`src/rtl/design01_mat_row_fetch.sv`:
```
// Row fetcher: streams word_count consecutive RAM words starting at base_addr
// through a first-word-fall-through buffer, framed with sop/eop and a done pulse.
module design01_mat_row_fetch #(
  parameter int ADDR_W     = 13,
  parameter int FIFO_DEPTH = 4
) (
  input  logic              clk,
  input  logic              reset_n,
  input  logic              start,
  input  logic [ADDR_W-1:0] base_addr,
  input  logic [ADDR_W:0]   word_count,
  output logic              busy,
  output logic              done,
  output logic [ADDR_W-1:0] mem_address,
  output logic              mem_chipselect,
  output logic              mem_clken,
  output logic              mem_write,
  output logic [3:0]        mem_byteenable,
  input  logic [31:0]       mem_readdata,
  output logic [31:0]       st_data,
  output logic              st_valid,
  input  logic              st_ready,
  output logic              st_sop,
  output logic              st_eop
);

  localparam int PTR_W = (FIFO_DEPTH > 2) ? $clog2(FIFO_DEPTH) : 1;
  localparam int CNT_W = PTR_W + 1;
  localparam int RES_W = CNT_W + 1;

  typedef enum logic [1:0] {
    IDLE,
    RUN,
    DRAIN
  } state_t;

  typedef struct packed {
    logic [31:0] data;
    logic        sop;
    logic        eop;
  } entry_t;

  state_t              state_q;
  state_t              state_d;

  logic [ADDR_W-1:0]   rd_addr_q;
  logic [ADDR_W:0]     remaining_q;
  logic                first_q;
  logic                inflight_q;
  logic                inflight_sop_q;
  logic                inflight_eop_q;
  logic                zero_done_q;

  entry_t              fifo_mem [FIFO_DEPTH];
  logic [PTR_W-1:0]    wr_ptr_q;
  logic [PTR_W-1:0]    rd_ptr_q;
  logic [CNT_W-1:0]    count_q;

  logic                accept_start;
  logic                zero_start;
  logic [RES_W-1:0]    reserved;
  logic                has_space;
  logic                issue;
  logic                last_issue;
  logic                push;
  logic                pop;
  logic                eop_pop;
  entry_t              head;

  assign accept_start = (state_q == IDLE) && start && (word_count != '0);
  assign zero_start   = (state_q == IDLE) && start && (word_count == '0);

  // A read is only issued when its returning word is guaranteed a FIFO slot,
  // counting words already buffered and the one still in flight from the RAM.
  assign reserved   = {1'b0, count_q} + RES_W'(inflight_q) + RES_W'(1);
  assign has_space  = reserved <= RES_W'(FIFO_DEPTH);
  assign issue      = (state_q == RUN) && (remaining_q != '0) && has_space;
  assign last_issue = issue && (remaining_q == (ADDR_W+1)'(1));

  assign push    = inflight_q;
  assign pop     = st_valid && st_ready;
  assign eop_pop = pop && st_eop;

  // NOTE: always_comb assigns every output a default first, so no path can
  // leave a signal unassigned and infer a latch.
  always_comb begin
    state_d = state_q;
    unique case (state_q)
      IDLE:    if (accept_start) state_d = RUN;
      RUN:     if (last_issue)   state_d = DRAIN;
      DRAIN:   if (eop_pop)      state_d = IDLE;
      default:                   state_d = IDLE;
    endcase
  end

  // NOTE: sequential state is updated with non-blocking assignments so every
  // register samples the pre-edge values of the others.
  always_ff @(posedge clk or negedge reset_n) begin
    if (!reset_n) begin
      state_q <= IDLE;
    end else begin
      state_q <= state_d;
    end
  end

  always_ff @(posedge clk or negedge reset_n) begin
    if (!reset_n) begin
      rd_addr_q      <= '0;
      remaining_q    <= '0;
      first_q        <= 1'b0;
      inflight_q     <= 1'b0;
      inflight_sop_q <= 1'b0;
      inflight_eop_q <= 1'b0;
      zero_done_q    <= 1'b0;
    end else begin
      inflight_q     <= issue;
      inflight_sop_q <= issue && first_q;
      inflight_eop_q <= last_issue;
      zero_done_q    <= zero_start;
      if (accept_start) begin
        rd_addr_q   <= base_addr;
        remaining_q <= word_count;
        first_q     <= 1'b1;
      end else if (issue) begin
        rd_addr_q   <= rd_addr_q + ADDR_W'(1);
        remaining_q <= remaining_q - (ADDR_W+1)'(1);
        first_q     <= 1'b0;
      end
    end
  end

  // NOTE: the FIFO storage has no reset; an entry is never read before it is
  // written because st_valid depends only on the reset occupancy count.
  always_ff @(posedge clk) begin
    if (push) begin
      fifo_mem[wr_ptr_q] <= '{data: mem_readdata, sop: inflight_sop_q, eop: inflight_eop_q};
    end
  end

  always_ff @(posedge clk or negedge reset_n) begin
    if (!reset_n) begin
      wr_ptr_q <= '0;
      rd_ptr_q <= '0;
      count_q  <= '0;
    end else begin
      if (push) wr_ptr_q <= wr_ptr_q + PTR_W'(1);
      if (pop)  rd_ptr_q <= rd_ptr_q + PTR_W'(1);
      unique case ({push, pop})
        2'b10:   count_q <= count_q + CNT_W'(1);
        2'b01:   count_q <= count_q - CNT_W'(1);
        default: count_q <= count_q;
      endcase
    end
  end

  // Head fields are gated by st_valid so the stream reads as zero when empty.
  assign head     = fifo_mem[rd_ptr_q];
  assign st_valid = (count_q != '0);
  assign st_data  = st_valid ? head.data : '0;
  assign st_sop   = st_valid && head.sop;
  assign st_eop   = st_valid && head.eop;

  assign busy = (state_q != IDLE);
  assign done = zero_done_q || ((state_q == DRAIN) && eop_pop);

  assign mem_address    = rd_addr_q;
  assign mem_chipselect = issue;
  assign mem_clken      = 1'b1;
  assign mem_write      = 1'b0;
  assign mem_byteenable = 4'b1111;

endmodule

```
`config.mk`:
```
export PLATFORM = sky130hd
export DESIGN_NAME = design01_mat_row_fetch
export DESIGN_NICKNAME = d
export VERILOG_FILES = /design/src/rtl/design01_mat_row_fetch.sv
export SDC_FILE = /design/constraint.sdc
export NUM_CORES = 1
export LEC_CHECK = 0
export CAP_MARGIN = 40
export CORE_MARGIN = 3
export CORE_UTILIZATION = 30
export DETAILED_ROUTE_END_ITERATION = 10
export PLACE_DENSITY = 0.61
export SKIP_CTS_REPAIR_TIMING = 1
export SYNTH_ARGS = -nofsm -noshare
export SYNTH_HDL_FRONTEND = slang
export SYNTH_SLANG_ARGS = --single-unit
```
`constraint.sdc`:
```
create_clock -name clk -period 3.4 [get_ports clk]
set_clock_uncertainty 0.05 [all_clocks]
set_input_delay 0.51 -clock clk [delete_from_list [all_inputs] [get_ports clk]]
set_output_delay 0.51 -clock clk [all_outputs]
set_load 0.05 [all_outputs]
```
Yosys cells after proc, flatten, opt, wreduce, memory -nomap -nowiden --
Memories as Yosys holds them, arrays and structs flattened. Index checks and enable logic that the tools add are counted.
Storage, ports and cells: register bits after elaboration 41, bits in writable memories 136, bits of input ports 63, output and inout bits 57, logic and storage cells 65, memories 1
Cells by class: $add $sub $neg 8, $lt $le $gt $ge 1, equal/unequal tests 8, mux-type cells 14, reduce and logical (&&, ||, !) cells 22
Memories:
- fifo_mem | words 4, bits a word 34, rd ports 1, clocked after memory_dff 0, wr ports 1, RTL line 54 | entry_t fifo_mem [FIFO_DEPTH];
Operators with widths (number):
- $mux 32 | 1
- $mux 14 | 2
- $reduce_bool 14->1 | 2
- $mux 13 | 2
- $eq 14x1->1 const B | 1
- $logic_not 14->1 | 1
- $sub 14x1->14 const B | 1
- $add 13x1->13 const B | 1
- $logic_and 1x1->1 | 12
- $mux 2 | 3
- $ne 2x2->1 const B | 3
- $pmux 2 s3 | 1
- $pmux 3 s2 | 1
- $reduce_bool 2->1 | 3
- $add 2x1->2 const B | 2
- $add 3x1->4 | 1
- $add 4x1->4 const B | 1
- $eq 2x1->1 const B | 2
- $eq 2x2->1 const B | 2
- $le 4x3->1 const B | 1
- $mux 1 | 4
- $add 3x1->3 const B | 1
- $reduce_and 3->1 | 1
- $reduce_bool 3->1 | 1
- 3 further kinds | 3

Depth between registers and ports, before layout --
depth in word-level cells 7, mapped depth 10, depth with buffers taken out 10

Worst setup path after synthesis --
No wires, ideal clock.
path type flip-flop to flip-flop, from reg inflight_q, to reg rd_addr_q[12], in the netlist mem_address[12], arrival time 2357 ps, required time 3232 ps, slack 875 ps, cell stages (with the launch flop) 11, period minus slack after synthesis 2525 ps, cells stage by stage dfrtp_1 -> inv_1 -> ha_1 -> inv_1 -> ha_1 -> nand2b_1 -> a221oi_2 -> nand2_1 -> inv_2 -> mux2_2 -> a21o_1
Between the ends: word-level cells in the longest chain between the ends 5
RTL lines:
- from (decl) | RTL line 49 | logic inflight_q;
- from (signal assigned) | RTL line 116 | inflight_q <= issue;
- $add 3x1->4 | RTL line 75 | assign reserved = {1'b0, count_q} + RES_W'(inflight_q) + RES_W'(1);
- $add 4x1->4 | RTL line 75
- $le 4x3->1 | RTL line 76 | assign has_space = reserved <= RES_W'(FIFO_DEPTH);
- $logic_and 1x1->1 | RTL line 77 | assign issue = (state_q == RUN) && (remaining_q != '0) && has_space;
- named net mem_chipselect | RTL line 15 | output logic mem_chipselect,
- $reduce_bool 2->1 (no line)
- to (signal assigned) | RTL line 121 | rd_addr_q <= base_addr;
- to (signal assigned) | RTL line 125 | rd_addr_q <= rd_addr_q + ADDR_W'(1);
- to (decl) | RTL line 46 | logic [ADDR_W-1:0] rd_addr_q;
The timed path passes the listed nets, and every way through them passes these cells. A chain may end at the register's enable or synchronous reset.

Final worst setup path --
from reg rd_ptr_q[1], to out st_data[21]
Between the ends: word-level cells in the longest chain between the ends 2
RTL lines:
- from (decl) | RTL line 56 | logic [PTR_W-1:0] rd_ptr_q;
- from (signal assigned) | RTL line 147 | if (pop) rd_ptr_q <= rd_ptr_q + PTR_W'(1);
- $mem_v2 4x34
- $mux 32 | RTL line 159 | assign st_data = st_valid ? head.data : '0;
- to (decl) | RTL line 20 | output logic [31:0] st_data,
No other way between the ends.

==> out/metrics.yaml <==
slew_headroom_pct: 36.3
synth_top_cell_area_share_pct: 54.5
worstMarginPinSlew_ns: 0.955
cts_tree: "yes"
antenna_found_initial: 1
cap_violations: 0
core_um2: 24500
clock_path_buffers: 2
die_w_um: 164
ys_seq_elements: 177
setup_tns_ns: 0
yosys_warnings: 0
routedWlPerCell_um: 17.8
whs_ns: 0.449
grt_pass1_wl_mm: 26.1
slew_viol_final: 0
p_leak_nw: 3.37
synth_edf_count: 136
regToRegStartpoint: "inflight_q"
intPower_w: 0.00602
combPwrFrac_pct: 48.9
clkPwrFrac_pct: 18.5
nFillCells: 2244
io_buffers: 113
hold_viol_final: 0
nets: 665
rows: 57
grt_use_total_pct: 12.6
final_cell_area_um2: 9720
worstPathRequired_ns: 2.84
async_flop_share_pct: 23.2
p_sw_share_pct: 41.6
cts_sinks: 177
post-dp-hpwl_mm: 11.4
cts_buffers: 17
cp_data_arrival_time_ns: 2.60
first_pass_iters: 5
powerDensity_nw_per_um2: 1060
grt_max_degree: 37
hp-class: "flop to flop"
synthFlopType: "edfxtp_1"
status: "finished, final reports clean"
setup_slack_ns: 0.238
cts_root_buffer: "clkbuf_16"
endpoint_kind: "primary output"
max-vdd-ir-drop_mv: 0.771
start_util_pct: 30.6
critical_path_class: "flop to primary output"
layout_worst_path_cycle_share_pct: 93.0
synth_cells: 465
yosys.cell_types.count: 51
layout-drive-gt1-share_pct: 16.3
setup_violations: 0
die_height_um: 164
rsz0062_at_grt: "no"
first_global_vias: 4757
viasPerCell: 4.87
dieArea_um2: 26900
place.gp.congestion: 0.849
cp-start-kind: "flop"
mappedNetlistArea_um2: 7490
synth.largest_area_cell: "edfxtp_1"
hp-start: "inflight_sop_q"
placed_area_um2: 9130
ys_top_cells_by_count: "edfxtp_1, and2_1, dfrtp_1, mux4_2, nand2_1"
synth.most_common_cell: "edfxtp_1"
grt_overflow_total: 0
wl_mm: 16.5
max_clock_freq_mhz: 316
vias: 4522
drc: 0
syn_to_final_growth_pct: 29.7
p_sw_w: 0.00428
ys_seq_area_share_pct: 68.2
cts.clk_slew.worst_paths_ns: 0.07
clk_latency_ns: 0.43
cts-htree-levels: 4
drt_iter0_drc: 278
ys_top_cells_by_area: "edfxtp_1, dfrtp_1, mux4_2, and2_1, ha_1"
path_max_fanout: 17
seq_power_share_pct: 32.6
post-place-ws_ns: 0.624
ant_nets: 0
synth.avg_cell_area_um2: 16.1
layout_min_cycle_time_ns: 3.16
worstSetupStartpoint: "rd_ptr_q[1]"
num_io_pins: 120
## placed cells by master, fill, tap and decap left out, types with 3 or more instances in the layout
cell               n
and3_1             3
o211ai_1           3
inv_6              4
nor4_1             6
buf_12             8
and2_1            37
inv_1             15
a211oi_1           9
mux4_2            34
nor3_1             7
a221o_1            8
nand3_1            6
inv_8              3
conb_1             6
ha_1              11
o21ai_0            9
nand4_1            8
a311oi_1           3
xnor2_1            3
o21ai_1            5
clkinvlp_4         3
nor2_1            21
buf_4             11
dfrtp_1           39
clkdlybuf4s50_1  107
nand2_1           22
xor2_1            11
clkbuf_16         17
and2_2             4
edfxtp_1         136
## layout make-up
type / count / area [um^2] / area share [%]
clock inverters: 14 / 146 / 1.51
clock buffers: 18 / 429 / 4.42
multi-input cells: 249 / 2210 / 22.7
repair buffers: 129 / 1360 / 14.0
well taps: 324 / 405 / 4.17
diodes: 1 / 2.50 / 0.0257
inverters: 16 / 60.1 / 0.618
flip-flops and latches: 177 / 5110 / 52.6
## critical path: stages (launching register included)
cell and delay [ns]:
dfrtp_2 0.64, buf_4 0.31, mux4_2 0.34, and2_1 0.18, clkdlybuf4s50_1 0.70
## flip-flops by register name, summed over array words and instances, names as in the netlist
name	count
inflight_q	1
rd_ptr_q	2
remaining_q	14
inflight_sop_q	1
fifo_mem	136
first_q	1
wr_ptr_q	2
count_q	3
inflight_eop_q	1
state_q	2
mem_address	13
zero_done_q	1
## per-layer routing
layer / wire, um / track usage, % / part of all wire [%]
met3: 1150 / 4.06 / 6.9
met5: 13 / 0 / 0.079
met4: 44 / 2.46 / 0.27
met2: 8090 / 20.8 / 49
met1: 7240 / 16.6 / 44
## per-stage QoR
step           total power (W)  cells  utilization (%)
3_5_place_dp           0.00849    894             37.3
2_1_floorplan          0.00670    469                -
3_3_place_gp           0.00830    889             36.9
5_1_grt                 0.0108    927             39.7
6_report                0.0103    928             39.7
4_1_cts                 0.0104    926             39.7
## power groups by stage
stage | Clock [W] | Sequential (W) | Combinational [W]
floorplan | 0 | 0.00345 | 0.00325
global placement | 0 | 0.00337 | 0.00493
detailed placement | 0 | 0.00340 | 0.00509
CTS | 0.00195 | 0.00336 | 0.00511
global route | 0.00204 | 0.00342 | 0.00538
finish | 0.00191 | 0.00336 | 0.00503
## cell families after synthesis
family                     synth area share (%)
xor gates and xnor gates                   1.64
buffers and inverters                      2.59
and+or+nand+nor                            9.72
AOI/OAI and AO/OA                          5.13
DFF                                        68.2
muxes                                      10.5
other                                     0.100
adders and majority gates                  2.10
## final timing paths
path	cells after the start	endpoint	slack, ns
worst max-delay path	4	st_data[21]	0.24
worst min-delay path	0	fifo_mem[3][1]	0.45
worst max register to register	9	mem_address[11]	0.71
worst min register to register	0	fifo_mem[3][1]	0.45
max in group asynchronous	3	inflight_q	2.33
min in group asynchronous	2	zero_done_q	0.49
No activity file was read; power rests on OpenSTA's default activity.
